$ cat src/rtl/lowampa_scaler_pkg.sv
// Shared definitions for the low-amplitude trigger scaler: stream word layout,
// stream state encoding and channel limits.
package lowampa_scaler_pkg;

  localparam int MAX_NTRIG  = 16;
  localparam int DATA_W     = 32;
  localparam int MISSED_BIT = 31;
  localparam int CHAN_LSB   = 24;
  localparam int CHAN_W     = $clog2(MAX_NTRIG);
  localparam int COUNT_LSB  = 0;
  localparam int COUNT_W    = 24;

  typedef enum logic {
    IDLE = 1'b0,
    SEND = 1'b1
  } stream_state_e;

  function automatic logic [DATA_W-1:0] pack_word(input logic              missed,
                                                  input logic [CHAN_W-1:0]  chan,
                                                  input logic [COUNT_W-1:0] count);
    logic [DATA_W-1:0] w;
    w                          = '0;
    w[MISSED_BIT]              = missed;
    w[CHAN_LSB +: CHAN_W]      = chan;
    w[COUNT_LSB +: COUNT_W]    = count;
    return w;
  endfunction

endpackage

$ cat src/rtl/lowampa_scaler_channel.sv
// One scaler channel: optional holdoff, saturating trigger counter and shadow
// snapshot register. Holdoff is built only when LOWAMPA_SCALER_HOLDOFF_EN is defined.
module lowampa_scaler_channel #(
  parameter int CNTBITS = 24,
  parameter int HOLDOFF = 7
) (
  input  logic               clk_i,
  input  logic               rst_i,
  input  logic               clear_i,
  input  logic               trig_i,
  input  logic               restart_i,
  input  logic               capture_i,
  output logic [CNTBITS-1:0] shadow_o
);

  localparam logic [CNTBITS-1:0] CNT_MAX = '1;

  logic               hit;
  logic [CNTBITS-1:0] count_q, count_d, count_inc;
  logic [CNTBITS-1:0] shadow_q, shadow_d;

`ifdef LOWAMPA_SCALER_HOLDOFF_EN
  localparam int HW = (HOLDOFF < 1) ? 1 : $clog2(HOLDOFF + 1);
  localparam logic [HW-1:0] HOLD_LOAD = HW'(HOLDOFF);

  logic [HW-1:0] hold_q, hold_d;

  assign hit = trig_i && (hold_q == '0);

  // Holdoff survives period boundaries; only a disabled scaler clears it.
  always_comb begin
    hold_d = hold_q;
    if (clear_i) begin
      hold_d = '0;
    end else if (hit) begin
      hold_d = HOLD_LOAD;
    end else if (hold_q != '0) begin
      hold_d = hold_q - HW'(1);
    end
  end

  always_ff @(posedge clk_i) begin
    if (rst_i) begin
      hold_q <= '0;
    end else begin
      hold_q <= hold_d;
    end
  end
`else
  logic [31:0] unused_holdoff;
  assign unused_holdoff = 32'(HOLDOFF);
  assign hit            = trig_i;
`endif

  assign count_inc = (hit && (count_q != CNT_MAX)) ? count_q + CNTBITS'(1) : count_q;

  // The terminal-cycle increment lands in the snapshot, never in the new period.
  always_comb begin
    count_d  = count_inc;
    shadow_d = shadow_q;
    if (clear_i) begin
      count_d = '0;
    end else if (restart_i) begin
      count_d = '0;
      if (capture_i) begin
        shadow_d = count_inc;
      end
    end
  end

  always_ff @(posedge clk_i) begin
    if (rst_i) begin
      count_q  <= '0;
      shadow_q <= '0;
    end else begin
      count_q  <= count_d;
      shadow_q <= shadow_d;
    end
  end

  assign shadow_o = shadow_q;

endmodule

$ cat src/rtl/lowampa_trigger_scaler.sv
// Per-channel trigger rate scaler with gated snapshots streamed out one word per
// channel. Holdoff logic is selected by LOWAMPA_SCALER_HOLDOFF_EN.
module lowampa_trigger_scaler
  import lowampa_scaler_pkg::*;
#(
  parameter int NTRIG   = 4,
  parameter int CNTBITS = 24,
  parameter int HOLDOFF = 7
) (
  input  logic             clk_i,
  input  logic             rst_i,
  input  logic [NTRIG-1:0] trigger_i,
  input  logic             enable_i,
  input  logic [31:0]      period_i,
  output logic [31:0]      m_axis_tdata,
  output logic             m_axis_tvalid,
  input  logic             m_axis_tready,
  output logic             m_axis_tlast
);

  // Stream handshake: a word transfers on a clock where tvalid and tready are both
  // high; while tvalid is high and tready low, tdata/tlast/tvalid hold unchanged.

  logic [NTRIG-1:0]   trig_q;
  logic [31:0]        timer_q, timer_d;
  logic [31:0]        per_q, per_d;
  logic [31:0]        period_eff;
  logic               active;
  logic               terminal;
  logic               snap_take;
  logic               clear;

  stream_state_e      state_q, state_d;
  logic [CHAN_W-1:0]  chan_q, chan_d;
  logic               missed_q, missed_d;
  logic               rpt_missed_q, rpt_missed_d;
  logic               last_chan;

  logic [CNTBITS-1:0] shadow [NTRIG];
  logic [CNTBITS-1:0] shadow_sel;

  always_ff @(posedge clk_i) begin
    if (rst_i) begin
      trig_q <= '0;
    end else begin
      trig_q <= trigger_i;
    end
  end

  // period_i is only looked at while the timer sits at 0.
  assign period_eff = (timer_q == '0) ? period_i : per_q;
  assign active     = enable_i && (period_eff != '0);
  assign terminal   = active && (timer_q == period_eff - 32'd1);
  assign clear      = !enable_i;
  assign snap_take  = terminal && (state_q == IDLE);

  always_comb begin
    timer_d = '0;
    per_d   = period_eff;
    if (active && !terminal) begin
      timer_d = timer_q + 32'd1;
    end
  end

  always_ff @(posedge clk_i) begin
    if (rst_i) begin
      timer_q <= '0;
      per_q   <= '0;
    end else begin
      timer_q <= timer_d;
      per_q   <= per_d;
    end
  end

  for (genvar g = 0; g < NTRIG; g++) begin : g_ch
    lowampa_scaler_channel #(
      .CNTBITS (CNTBITS),
      .HOLDOFF (HOLDOFF)
    ) u_ch (
      .clk_i     (clk_i),
      .rst_i     (rst_i),
      .clear_i   (clear),
      .trig_i    (trig_q[g]),
      .restart_i (terminal),
      .capture_i (snap_take),
      .shadow_o  (shadow[g])
    );
  end

  always_comb begin
    shadow_sel = '0;
    for (int i = 0; i < NTRIG; i++) begin
      if (chan_q == CHAN_W'(i)) begin
        shadow_sel = shadow[i];
      end
    end
  end

  assign last_chan = (chan_q == CHAN_W'(NTRIG - 1));

  // A snapshot arriving mid-stream is dropped and remembered in missed_q; the
  // flag is handed to the next accepted stream and cleared as it is taken.
  always_comb begin
    state_d      = state_q;
    chan_d       = chan_q;
    missed_d     = missed_q;
    rpt_missed_d = rpt_missed_q;
    case (state_q)
      IDLE: begin
        if (terminal) begin
          state_d      = SEND;
          chan_d       = '0;
          rpt_missed_d = missed_q;
          missed_d     = 1'b0;
        end
      end
      SEND: begin
        if (terminal) begin
          missed_d = 1'b1;
        end
        if (m_axis_tready) begin
          if (last_chan) begin
            state_d = IDLE;
            chan_d  = '0;
          end else begin
            chan_d = chan_q + CHAN_W'(1);
          end
        end
      end
      default: begin
        state_d = IDLE;
        chan_d  = '0;
      end
    endcase
  end

  always_ff @(posedge clk_i) begin
    if (rst_i) begin
      state_q      <= IDLE;
      chan_q       <= '0;
      missed_q     <= 1'b0;
      rpt_missed_q <= 1'b0;
    end else begin
      state_q      <= state_d;
      chan_q       <= chan_d;
      missed_q     <= missed_d;
      rpt_missed_q <= rpt_missed_d;
    end
  end

  assign m_axis_tvalid = (state_q == SEND);
  assign m_axis_tlast  = m_axis_tvalid && last_chan;
  assign m_axis_tdata  = m_axis_tvalid ? pack_word(rpt_missed_q, chan_q, COUNT_W'(shadow_sel)) : '0;

endmodule
$ cat config.mk
export PLATFORM = sky130hd
export DESIGN_NAME = lowampa_trigger_scaler
export DESIGN_NICKNAME = d
export VERILOG_FILES = /design/src/rtl/lowampa_scaler_pkg.sv /design/src/rtl/lowampa_scaler_channel.sv /design/src/rtl/lowampa_trigger_scaler.sv
export SDC_FILE = /design/constraint.sdc
export NUM_CORES = 1
export LEC_CHECK = 0
export BUFFER_PORTS_ARGS = -buffer_cell sky130_fd_sc_hd__clkbuf_2
export CORE_MARGIN = 1
export CORE_UTILIZATION = 60
export CTS_BUF_LIST = sky130_fd_sc_hd__clkbuf_16
export CTS_CLUSTER_SIZE = 20
export DETAILED_ROUTE_END_ITERATION = 16
export GPL_TIMING_DRIVEN = 0
export PLACE_DENSITY = 0.79
export SYNTH_ARGS = -nofsm -noshare
export SYNTH_HDL_FRONTEND = slang
export SYNTH_HIERARCHICAL = 1
export SYNTH_SLANG_ARGS = --single-unit
$ cat constraint.sdc
create_clock -name clk_i -period 7.5 [get_ports clk_i]
set_clock_uncertainty 0.05 [all_clocks]
set_input_delay 1.125 -clock clk_i [delete_from_list [all_inputs] [get_ports clk_i]]
set_output_delay 1.125 -clock clk_i [all_outputs]
set_load 0.03 [all_outputs]
==> results.md <==
- Reg-to-reg startpoint: timer_q[0]
- Clk pin slew, worst setup/hold paths: approximately 60 ps
- DR WL/cell: about 19 um
- Overall power: slightly above 3000 uW
- Crit path launch type: flop
- Worst Tran Pin Value: about 1200 ps
- Sink Count: 267
- CTS tree: done
- Worst VDD drop: 0.174 mV
- Pins Over Slew Limit: 0
- Outcome: finished, final reports clean
- Setup Viol. Count Final: 0
- DR pass1 iterations: 5
- Horiz. Die Dim: about 160 um
- Nets: 1989
- # port buffers: 66
- DRC: 0
- Synth area leaders: dfxtp_1 36%, xnor2_1 7.8%, nor2_1 6.9%
- HP Start: g_ch[0].u_ch/shadow_o[4]
- Yosys warns: 6
- Clk_lat worst skew: around 550 ps
- Setup CP Type: reg2reg
- Final ANT Viol Nets: 0
- PwrDens: 187 nW/um^2
- Leak: around 0.0056 uW
- Post-DR vias/cell: 6.22
- Post-synth top area cell: dfxtp_1
- Tcrit/Tclk final: 0.963
- Ys async rst share: 0
- Synth top area share: 0.361
- CP max FO: 10
- Max-Cap Viols: 0
- Headroom to the max-slew limit: 0.205
- Synth Instances: about 1800
- Fmax: around 0.14 GHz
- Top post-synthesis cells by count: 272 x nor2_1, 267 x dfxtp_1, 154 x nand2_1
- CP delay by family, top: simple AND/OR/NAND/NOR gates
- Sequential area share after synthesis: 0.361
- Count of buffer and inverter cells on the critical path: 8
- Setup TNS: 0 ps
- Initial core utilization: 0.610
- Area Overhead vs Synth: 12.3%
- First-pass GRT wire length: around 70000 um
- HP Class: reg2reg
- DR vias: around 14000
- GRT Total Usage: 0.343
- Die height: 159 um
- Post-synth cell types: 73
- CTS root buf: clkbuf_16
- Number of global-route vias before repair: between 10000 and 15000
- HPWL after DPL: between 30000 and 40000 um
- # fillers: ~2100
- Util after Layout: 0.685
- CP max stage cell: clkbuf_1
- CP Capture Type: flop
- Largest net degree at the start of global routing: 20
- Synth Register Bits: about 270
- Top-count cell post-synth: nor2_1
- Predominant post-synthesis flop cell: dfxtp_1
- CP max stage delay: ~590 ps
- Worst path required time: 7890 ps
- CP startpoint: timer_q[0]
- Total Wirelength: between 40000 and 50000 um
- Core Box Area: 24200 sq um
- CP Data Arrival Time: 7610 ps
- Die area: about 25000 sq um
- Post-synth EDFFs: 0
- H-tree levels: 1
- CTS buffer count: 29
- CTS Buffer Depth: 3
- GP Congestion: 1.03
- 1st-iter DRT viols: ~1300
- RSZ-0062 raised after global routing: false
- Initial antenna violation count: 0
- Io pins: 74
- Hold Vio Cnt, Final: 0
- Std cell rows: between 50 and 60
- Post-route minimum period: between 7000 and 8000 ps
- N_diodes: 0
- Fin Hold WS: roughly 420 ps
- Share of cells above drive strength 1: 0.109
- Syn avg cell area: approximately 8.1 sq um
- Cell Area, Synth: ~15000 sq um
- Grt ovf: 0
==> sequential cells by signal, summed over array words and instances (netlist names) <==
| name | cells |
|---|---|
| g_ch.u_ch/count_q | 96 |
| timer_q | 32 |
| trig_q | 4 |
| g_ch.u_ch/shadow_o | 96 |
| missed_q | 1 |
| rpt_missed_q | 1 |
| per_q | 32 |
| m_axis_tvalid | 1 |
| chan_q | 4 |
==> cells by family after synthesis <==
kind of cell / Yosys count / synth area share
buffers and inverters: 162 / 0.0521
other: 1 / 0.000253
DFF: 267 / 0.361
AOI/OAI and AO/OA: 387 / 0.184
xor gates and xnor gates: 153 / 0.0915
and+or+nand+nor: 832 / 0.291
muxes: 16 / 0.0110
adders and majority gates: 11 / 0.00930
==> final timing paths <==
| check | end | slack, ps | depth (start not counted) |
|---|---|---|---|
| setup / recovery | g_ch[3].u_ch/shadow_o[18] | 280 | 27 |
| hold / removal | g_ch[0].u_ch/shadow_o[4] | 420 | 2 |
| setup reg to reg | g_ch[3].u_ch/shadow_o[18] | 280 | 27 |
| hold reg to reg | g_ch[0].u_ch/shadow_o[4] | 420 | 2 |
==> tightest hold or removal path: stages (launching register included) <==
cell	delay (ps)
dfxtp_1	320
nand2_1	50
a21oi_1	50
==> report_power, final <==
group          switching, uW  internal (uW)  leakage, uW  total, uW
clock network            606            779     0.000446       1380
logic                    178           88.5      0.00301        266
registers               19.9           1430      0.00216       1450
==> repair_timing <==
action,in CTS,in global routing
hold buffers,0,0
resized for setup,18,11
pin swaps,2,3
setup endpoints to repair,192,176
setup buffers,5,6
==> per-layer routing <==
metal,track usage,up-vias,share of wire
met5,0,-,0
met4,0.194,0,0.059
met3,0.0378,144,0.052
li1,-,6897,-
met2,0.587,525,0.47
met1,0.420,6632,0.42
==> cells in the final DEF (no fill, tap or decap), types with 8 or more instances in the layout <==
master     instances
nor2_1           271
and2_1            10
o211a_1            8
ha_1              11
a22oi_1           28
nor3_1            37
nand2b_1          14
inv_1             26
clkbuf_16         29
o211ai_1           9
nor2b_1           11
xnor2_1          131
nand3_1           48
nand4_1           60
clkbuf_1          89
nor4b_1           10
nand2_1          152
and4_1            20
or3_1             21
or4_1              8
xor2_1            21
o21ai_0           46
nor4_1            79
dfxtp_1          267
mux2i_1           14
clkbuf_2          78
buf_4             14
a211oi_1         109
and3_1            43
a21oi_1          107
buf_6             19
==> cell type report <==
type                            instances  area, sq um  share of cell area
Multi-Input combinational cell       1402         8730               0.526
Sequential cell                       267         5350               0.322
Clock buffer                           29          726              0.0437
Buffer                                138          703              0.0423
Timing Repair Buffer                   77          413              0.0249
Tap cell                              324          405              0.0244
Clock inverter                         24          199              0.0120
Inverter                               23         86.3             0.00520
==> stage by stage <==
| stage | setup slack [ps] | cell area (sq um) | instances |
|---|---|---|---|
| floorplan | 1360 | 14800 | 1831 |
| global placement | -971 | 15500 | 2221 |
| detailed placement | -1010 | 15500 | 2221 |
| CTS | 77.6 | 16500 | 2278 |
| global route | 0.767 | 16600 | 2284 |
| finish | 278 | 16600 | 2284 |
Note: power is estimated with default switching activity, not from simulation.
